## config.mk

```make
export PLATFORM = sky130hd
export DESIGN_NAME = irq_pending_arbiter
export DESIGN_NICKNAME = d
export VERILOG_FILES = /design/src/rtl/irq_pending_arbiter.sv
export SDC_FILE = /design/constraint.sdc
export NUM_CORES = 1
export LEC_CHECK = 0
export BUFFER_PORTS_ARGS = -buffer_cell sky130_fd_sc_hd__buf_4
export CAP_MARGIN = 20
export CORE_MARGIN = 4
export CORE_UTILIZATION = 40
export CTS_CLUSTER_DIAMETER = 40
export DETAILED_ROUTE_END_ITERATION = 8
export PLACE_DENSITY = 0.66
export SLEW_MARGIN = 10
export SYNTH_ARGS = -nofsm -noshare
export SYNTH_HDL_FRONTEND = slang
export SYNTH_SLANG_ARGS = --single-unit
```

## constraint.sdc

```tcl
create_clock -name clk -period 1.6 [get_ports clk]
set_input_delay 0.08 -clock clk [delete_from_list [all_inputs] [get_ports clk]]
set_output_delay 0.08 -clock clk [all_outputs]
set_load 0.02 [all_outputs]
```

## src/rtl/irq_pending_arbiter.sv

```systemverilog
// rtl/irq_pending_arbiter.sv - sticky pending capture, mask, highest-index grant with valid/ready
module irq_pending_arbiter #(
    parameter int NUM_REQ = 8,
    parameter int ID_W    = 3
) (
    input  logic               clk,
    input  logic               rst,
    input  logic [NUM_REQ-1:0] req_in,
    input  logic [NUM_REQ-1:0] mask_in,
    output logic               out_valid,
    output logic [ID_W-1:0]    out_id,
    input  logic               out_ready,
    output logic [NUM_REQ-1:0] pending,
    output logic               lost
);

    typedef enum logic {
        IDLE  = 1'b0,
        OFFER = 1'b1
    } state_t;

    state_t             state_q, state_d;
    logic [NUM_REQ-1:0] req_q;
    logic [NUM_REQ-1:0] pending_q;
    logic [ID_W-1:0]    out_id_q, out_id_d;
    logic               lost_q;

    logic [NUM_REQ-1:0] rise;
    logic [NUM_REQ-1:0] clr_vec;
    logic [NUM_REQ-1:0] pending_d;
    logic [NUM_REQ-1:0] elig;
    logic [ID_W-1:0]    winner;
    logic               handshake;
    logic               lost_d;

    assign rise      = req_in & ~req_q;
    assign handshake = (state_q == OFFER) && out_ready;
    assign clr_vec   = handshake ? (NUM_REQ'(1) << out_id_q) : '0;
    // Clear before set so a fresh rise on the serviced bit is kept, not reported lost.
    assign pending_d = (pending_q & ~clr_vec) | rise;
    assign lost_d    = |(rise & pending_q & ~clr_vec);
    assign elig      = pending_q & ~mask_in;

    always_comb begin
        winner = '0;
        for (int i = 0; i < NUM_REQ; i++) begin
            if (elig[i]) begin
                winner = ID_W'(i);
            end
        end
    end

    always_comb begin
        state_d  = state_q;
        out_id_d = out_id_q;
        case (state_q)
            IDLE: begin
                if (elig != '0) begin
                    out_id_d = winner;
                    state_d  = OFFER;
                end
            end
            OFFER: begin
                if (out_ready) begin
                    state_d = IDLE;
                end
            end
            default: state_d = IDLE;
        endcase
    end

    always_ff @(posedge clk) begin
        if (rst) begin
            state_q   <= IDLE;
            req_q     <= '0;
            pending_q <= '0;
            out_id_q  <= '0;
            lost_q    <= 1'b0;
        end else begin
            state_q   <= state_d;
            req_q     <= req_in;
            pending_q <= pending_d;
            out_id_q  <= out_id_d;
            lost_q    <= lost_d;
        end
    end

    assign out_valid = (state_q == OFFER);
    assign out_id    = out_id_q;
    assign pending   = pending_q;
    assign lost      = lost_q;

endmodule

```

==> results of run 1 <==
synth_stat cells (2+ instances only):
cell type | count | area share (%)
nor2_1 | 5 | 2.1
nand2_1 | 2 | 0.83
clkbuf_1 | 2 | 0.83
nand2b_1 | 12 | 8.3
or2_1 | 2 | 1.4
a21oi_1 | 12 | 6.6
inv_1 | 2 | 0.83
o21ai_0 | 3 | 1.7
o31ai_1 | 4 | 3.3
dfxtp_1 | 21 | 46
o22ai_1 | 2 | 1.4
nor2b_1 | 11 | 7.6
nor2b_4 | 2 | 3.0
layout by cell type (no fill, tap or decap), drive strengths merged:
cell,Yosys,layout
a21oi,12,12
clkinv,0,1
nand2b,12,12
o22a,1,1
buf,0,32
a41oi,1,1
dlygate4sd3,0,8
o21bai,1,1
and3b,1,1
o21ai,3,3
nor2,5,5
nand2,2,2
dfxtp,21,21
nand3,1,1
nor4,1,1
nor2b,14,14
a211oi,1,1
o21ba,1,1
inv,2,2
o311a,1,1
clkbuf,2,3
nand4b,1,1
or2,2,2
a31oi,1,1
nor3,1,1
o22ai,2,2
o41ai,1,1
and2b,1,1
o31ai,4,4
metal layers:
metal / vias to the layer above / part of all wire (%)
met3: 5 / 5.4
met4: 0 / 2.1
met2: 25 / 48
met5: - / 0
met1: 380 / 45
li1: 420 / -
registers in the layout (all words and copies together), names as in the netlist:
signal / flops
pending: 8
lost: 1
out_id: 3
out_valid: 1
req_q: 8
worst max-delay path: stages (launching register included):
cell and delay (ns):
dfxtp_1 0.36, nor2b_2 0.18, nor4_4 0.28, a31oi_2 0.19
buf_4 0.17, o311a_1 0.13, nor3_2 0.13
final cells by class:
type / count / area (µm²)
Clock buffer: 3 / 22.52
Sequential cell: 21 / 420.4
Inverter: 2 / 7.507
Clock inverter: 1 / 5.005
Multi-Input combinational cell: 70 / 471.7
Tap cell: 27 / 33.78
Fill cell: 197 / 780.7
Timing Repair Buffer: 40 / 320.3
kinds of logic after synthesis:
| group | after synthesis | share of synthesized area [%] |
|---|---|---|
| AND/OR/NAND/NOR | 41 | 30.90 |
| buffers and inverters | 4 | 1.656 |
| AO/OA/AOI/OAI | 29 | 21.10 |
| flip-flops | 21 | 46.34 |
power by group:
part / switching (mW) / internal, mW / total (mW) / leakage (nW)
Sequential: 0.0449 / 0.567 / 0.612 / 0.175
Clock: 0.172 / 0.0936 / 0.265 / 0.0177
Combinational: 0.149 / 0.158 / 0.306 / 0.354
Total: 0.365 / 0.819 / 1.18 / 0.546
metrics by stage:
step / hold WS, ns / power (mW) / cells / area [µm²]
floorplan: 0.2082 / 0.7808 / 95 / 907.1
global placement: 0.2989 / 0.9003 / 151 / 1166
detailed placement: 0.3098 / 0.9052 / 151 / 1166
CTS: 0.08728 / 1.177 / 163 / 1274
global route: 0.1017 / 1.252 / 164 / 1281
finish: 0.08418 / 1.184 / 164 / 1281
worst paths after layout:
path	start	end	slack [ns]	cells after the start
min reg2reg	req_q[0]	pending[0]	0.51	2
max reg2reg	pending[6]	out_id[1]	0.1	6
min	rst	pending[0]	0.08	2
max	pending[6]	out_id[1]	0.1	6
repair_timing:
| action | 4_1_cts | 5_1_grt |
|---|---|---|
| setup endpoints to repair | 0 | 1 |
| endpoints found under the hold margin | 8 | 0 |
| setup buffers | 0 | 1 |
| hold buffers | 8 | 0 |
==> qor.txt, run 1 <==
routability cong.: 0.9144
critical-path maximum fanout: 4
kind of critical path: flip-flop to flip-flop
PwrDens: 923.8 mW/mm²
DRT Pass-1 Iters: 4
RSZ-0062 raised after global routing: false
Reg clk slew, reported paths: 0.12 ns
Max-Cap Viols: 0
antenna-violating nets left: 0
startpoint class of the critical path: flip-flop
layout cell share with drive strength beyond 1: 30.66%
Final min period: 1.500 ns
Post-Synthesis Cells: 95
Fin. Hold Viols: 0
sequential area share after synthesis: 46.34%
Starting Density: 43.99%
Most Crowded Layer GR: met2
max_slew headroom: 72.05%
met2 global-route usage: 27.53%
yosys warns: 0
Main synth FF type: dfxtp_1
syn_area_per_cell: 9.549 µm²
total global routing overflow: 0
CTS tree: built
utilization after layout: 62.14%
Slew Limit Fails: 0
leakage power: 0.5464 nW
DP Wirelength: 1656 µm
Clk Latency, worst-skew pair: 0.31 ns
Vert. Die Dim: 55.62 µm
global routing usage on met3: 3.248%
pre-CTS setup slack: 0.1778 ns
Hold Path Class: input pin to flip-flop
Avg WL per Cell: 14.08 µm
routed vias/inst: 5.061
Req. time, crit path: 1.84 ns
io pins: 32
ys async rst share: 0%
CTS root buf: clkbuf_4
synthesized area: 907.1 µm²
first-pass GRT wire length: 4077 µm
cts repair resizes: 0
core region area: 0.002062 mm²
initial drt markers: 11
Yosys cell types: 28
H-tree Lvls: 1
Setup Skew: 0.003882 ns
antenna cell count: 0
peak supply drop: 666.9 µV
CP Capture Type: flip-flop
Port Buffers: 31
Die W: 55.62 µm
GRT Overall Usage: 16.74%
clock buffer depth: 2
Area Overhead vs Synth: 41.24%
Setup TNS: 0 ns
via count: 830
Final Setup Violations: 0
#FFs+latches synth: 21
initial antenna violation count: 0
final net count: 157
Rows: 16
Worst-Margin Slew: 0.4139 ns
largest net degree at the start of global routing: 22
EDFF count, synth: 0
full die area: 0.003094 mm²
Routed WL: 2309 µm
DRC violations left: 0
clk sinks: 21
fin worst setup slack: 0.09981 ns
met1 Usage GRT: 20.68%
Worst Path Arrival: 1.74 ns
Final Cycle Share: 93.76%
syn nets: 114
outcome: completed
vias in the first global route: 889
CTS buffer count: 3
Fmax: 0.6666 GHz
(Power assumes the default switching activity.)
==> run 2, diff against run 1 <==
--- a/config.mk
+++ b/config.mk
@@ -10,6 +10,7 @@
 export CORE_MARGIN = 4
 export CORE_UTILIZATION = 40
 export CTS_CLUSTER_DIAMETER = 40
+export CTS_CLUSTER_SIZE = 10
 export DETAILED_ROUTE_END_ITERATION = 8
 export PLACE_DENSITY = 0.66
 export SLEW_MARGIN = 10
==> constraint.sdc (replaced) <==
create_clock -name clk -period 1.5 [get_ports clk]
set_input_delay 0.075 -clock clk [delete_from_list [all_inputs] [get_ports clk]]
set_output_delay 0.075 -clock clk [all_outputs]
set_load 0.02 [all_outputs]
==> run 2 against run 1 <==
Global-route usage stayed put. First-iteration DRC count is 18% lower. Maximum frequency is 2.9% higher. Hold slack worse by 0.0044 ns. Setup slack worse by 0.057 ns. Final area is 4.4% higher. Cell count is 1.2% higher. Sequential cell count stayed put. Clock-buffer cell count stayed put.
==> qor.txt, run 2 (synthesized netlist as in run 1, its figures left out) <==
Max-Cap Viols: 0 (unchanged)
GRT Overall Usage: 16.74% (unchanged)
crit path to: out_id[1]
commonest non-fill, non-tap cell in the layout: buf_4
Worst-Margin Slew: 0.3180 ns (-0.09587 ns)
critical path's slowest cell: dfxtp_2
Req. time, crit path: 1.75 ns (-0.09 ns)
H-tree Lvls: 1 (unchanged)
DP Wirelength: 1656 µm (unchanged)
Fmax: 0.6862 GHz (+2.9%)
CP Capture Type: flip-flop
CTS tree: built
Reg clk slew, reported paths: 0.12 ns (about the same)
CTS root buf: clkbuf_4
Final Cycle Share: 97.16% (+3.4 points)
PwrDens: 971.4 mW/mm² (+5.2%)
Worst Path Arrival: 1.71 ns (-0.03 ns)
CTS buffer count: 3 (unchanged)
layout cell share with drive strength beyond 1: 38.13% (+7.5 points)
RSZ-0062 raised after global routing: true
Port Buffers: 31 (unchanged)
Fillers: 193 (-2.0%)
initial antenna violation count: 0 (unchanged)
Die W: 55.62 µm (unchanged)
max incr delay on CP: 0.35 ns (about the same)
capture point of the worst reg-to-reg path: out_id[1]
most frequent cells in the layout: 34 x buf_4, 18 x dfxtp_1, 12 x nand2b_1
Final Setup Violations: 0 (unchanged)
peak supply drop: 737.3 µV (+11%)
initial drt markers: 9 (-2)
utilization after layout: 64.87% (+2.7 points)
worst setup path start: pending[7]
Critical Path, Cell by Cell: and2b_1 > nor4_4 > a31oi_4 > buf_4 > o311a_1 > nor3_2
total global routing overflow: 0 (unchanged)
vias in the first global route: 889 (unchanged)
Fin. Hold Viols: 0 (unchanged)
clk sinks: 21 (unchanged)
full die area: 0.003094 mm² (unchanged)
Setup Skew: 0.002933 ns (-0.0009497 ns)
first-pass GRT wire length: 4077 µm (unchanged)
routed vias/inst: 5.157 (+1.9%)
Starting Density: 43.99% (unchanged)
Clk Latency, worst-skew pair: 0.31 ns (about the same)
outcome: completed
pre-CTS setup slack: 0.07778 ns (-0.1000 ns)
reg2reg start: pending[7]
Avg WL per Cell: 14.43 µm (+2.5%)
antenna cell count: 0 (unchanged)
reg2reg setup slack: 0.04 ns (-0.06 ns)
via count: 856 (+3.1%)
clock buffer depth: 2 (unchanged)
startpoint class of the critical path: flip-flop
Area Overhead vs Synth: 47.45%
leakage power: 0.5640 nW (+3.2%)
FF-to-FF path depth: 6 (unchanged)
io pins: 32 (unchanged)
Final min period: 1.457 ns (-0.04282 ns)
DRT Pass-1 Iters: 4 (unchanged)
Rows: 16 (unchanged)
critical-path maximum fanout: 4 (unchanged)
core region area: 0.002062 mm² (unchanged)
Hold Path Class: input pin to flip-flop
kind of critical path: flip-flop to flip-flop
antenna-violating nets left: 0 (unchanged)
largest net degree at the start of global routing: 22 (unchanged)
Slew Limit Fails: 0 (unchanged)
DRC violations left: 0 (unchanged)
fin worst setup slack: 0.04263 ns (-0.05718 ns)
routability cong.: 0.9144 (unchanged)
Vert. Die Dim: 55.62 µm (unchanged)
Routed WL: 2396 µm (+3.8%)
max_slew headroom: 78.57% (+6.5 points)
final net count: 159 (+1.3%)
run 2: cell count changes in the layout (fill, tap and decap cells not counted), sizes merged:
cell	previous run	this run
buf	32	34
run 2: worst min path at each step:
stage | start | slack (ns) | cells after the start | endpoint
global route | rst | 0.1 | 2 | pending[1]
finish | rst | 0.08 | 2 | out_id[0]
CTS | rst | 0.08 | 2 | pending[4]
detailed placement | req_in[5] | 0.30 | 2 | req_q[5]
global placement | req_in[3] | 0.29 | 2 | req_q[3]
floorplan | req_in[0] | 0.20 | 1 | req_q[0]
run 2: worst max-delay path, delay by kind of cell, from the launching register on:
kind,cells,cell delay [ns]
compound gates,2,0.29
flops,1,0.35
buf+inv,1,0.16
simple gates,3,0.59
run 2: final cells by class:
cell class	count	area, µm²	share of cell area (%)
inverters	2	7.507	0.5613
multi-input cells	70	509.2	38.07
repair buffers	42	335.3	25.07
clock inverters	1	5.005	0.3742
flip-flops and latches	21	424.2	31.71
well taps	27	33.78	2.526
clock buffers	3	22.52	1.684
run 2: metrics by stage:
step                      hold slack [ns]  area, µm²  setup TNS (ns)  std cells  total power, mW
final                             0.07980       1338               0        166            1.299
after global routing              0.09644       1338        -0.05133        166            1.371
after CTS                         0.08228       1274               0        163            1.255
after detailed placement           0.3048       1166               0        151           0.9656
after global placement             0.2939       1166               0        151           0.9604
after floorplan                    0.2032      907.1               0         95           0.8328
run 2: power breakdown:
group	internal, mW	leakage, nW	switching (mW)
Combinational	0.185	0.370	0.169
Sequential	0.607	0.176	0.0542
Clock	0.0998	0.0177	0.184
Total	0.892	0.564	0.407
run 2: routing by layer:
metal  up-vias  part of all wire, %  GRT usage [%]
li1        422                    -              -
met1       404                   43          20.68
met2        25                   50          27.53
met3         5                  4.8          3.248
met4         0                  2.0          8.333
met5         -                    0              0
run 2: repair_timing:
item,in CTS,in global routing
gates resized for setup,0,12
endpoints found under the setup margin,0,2
hold endpoints to repair,8,0
hold buffers,8,0
setup buffers,0,3
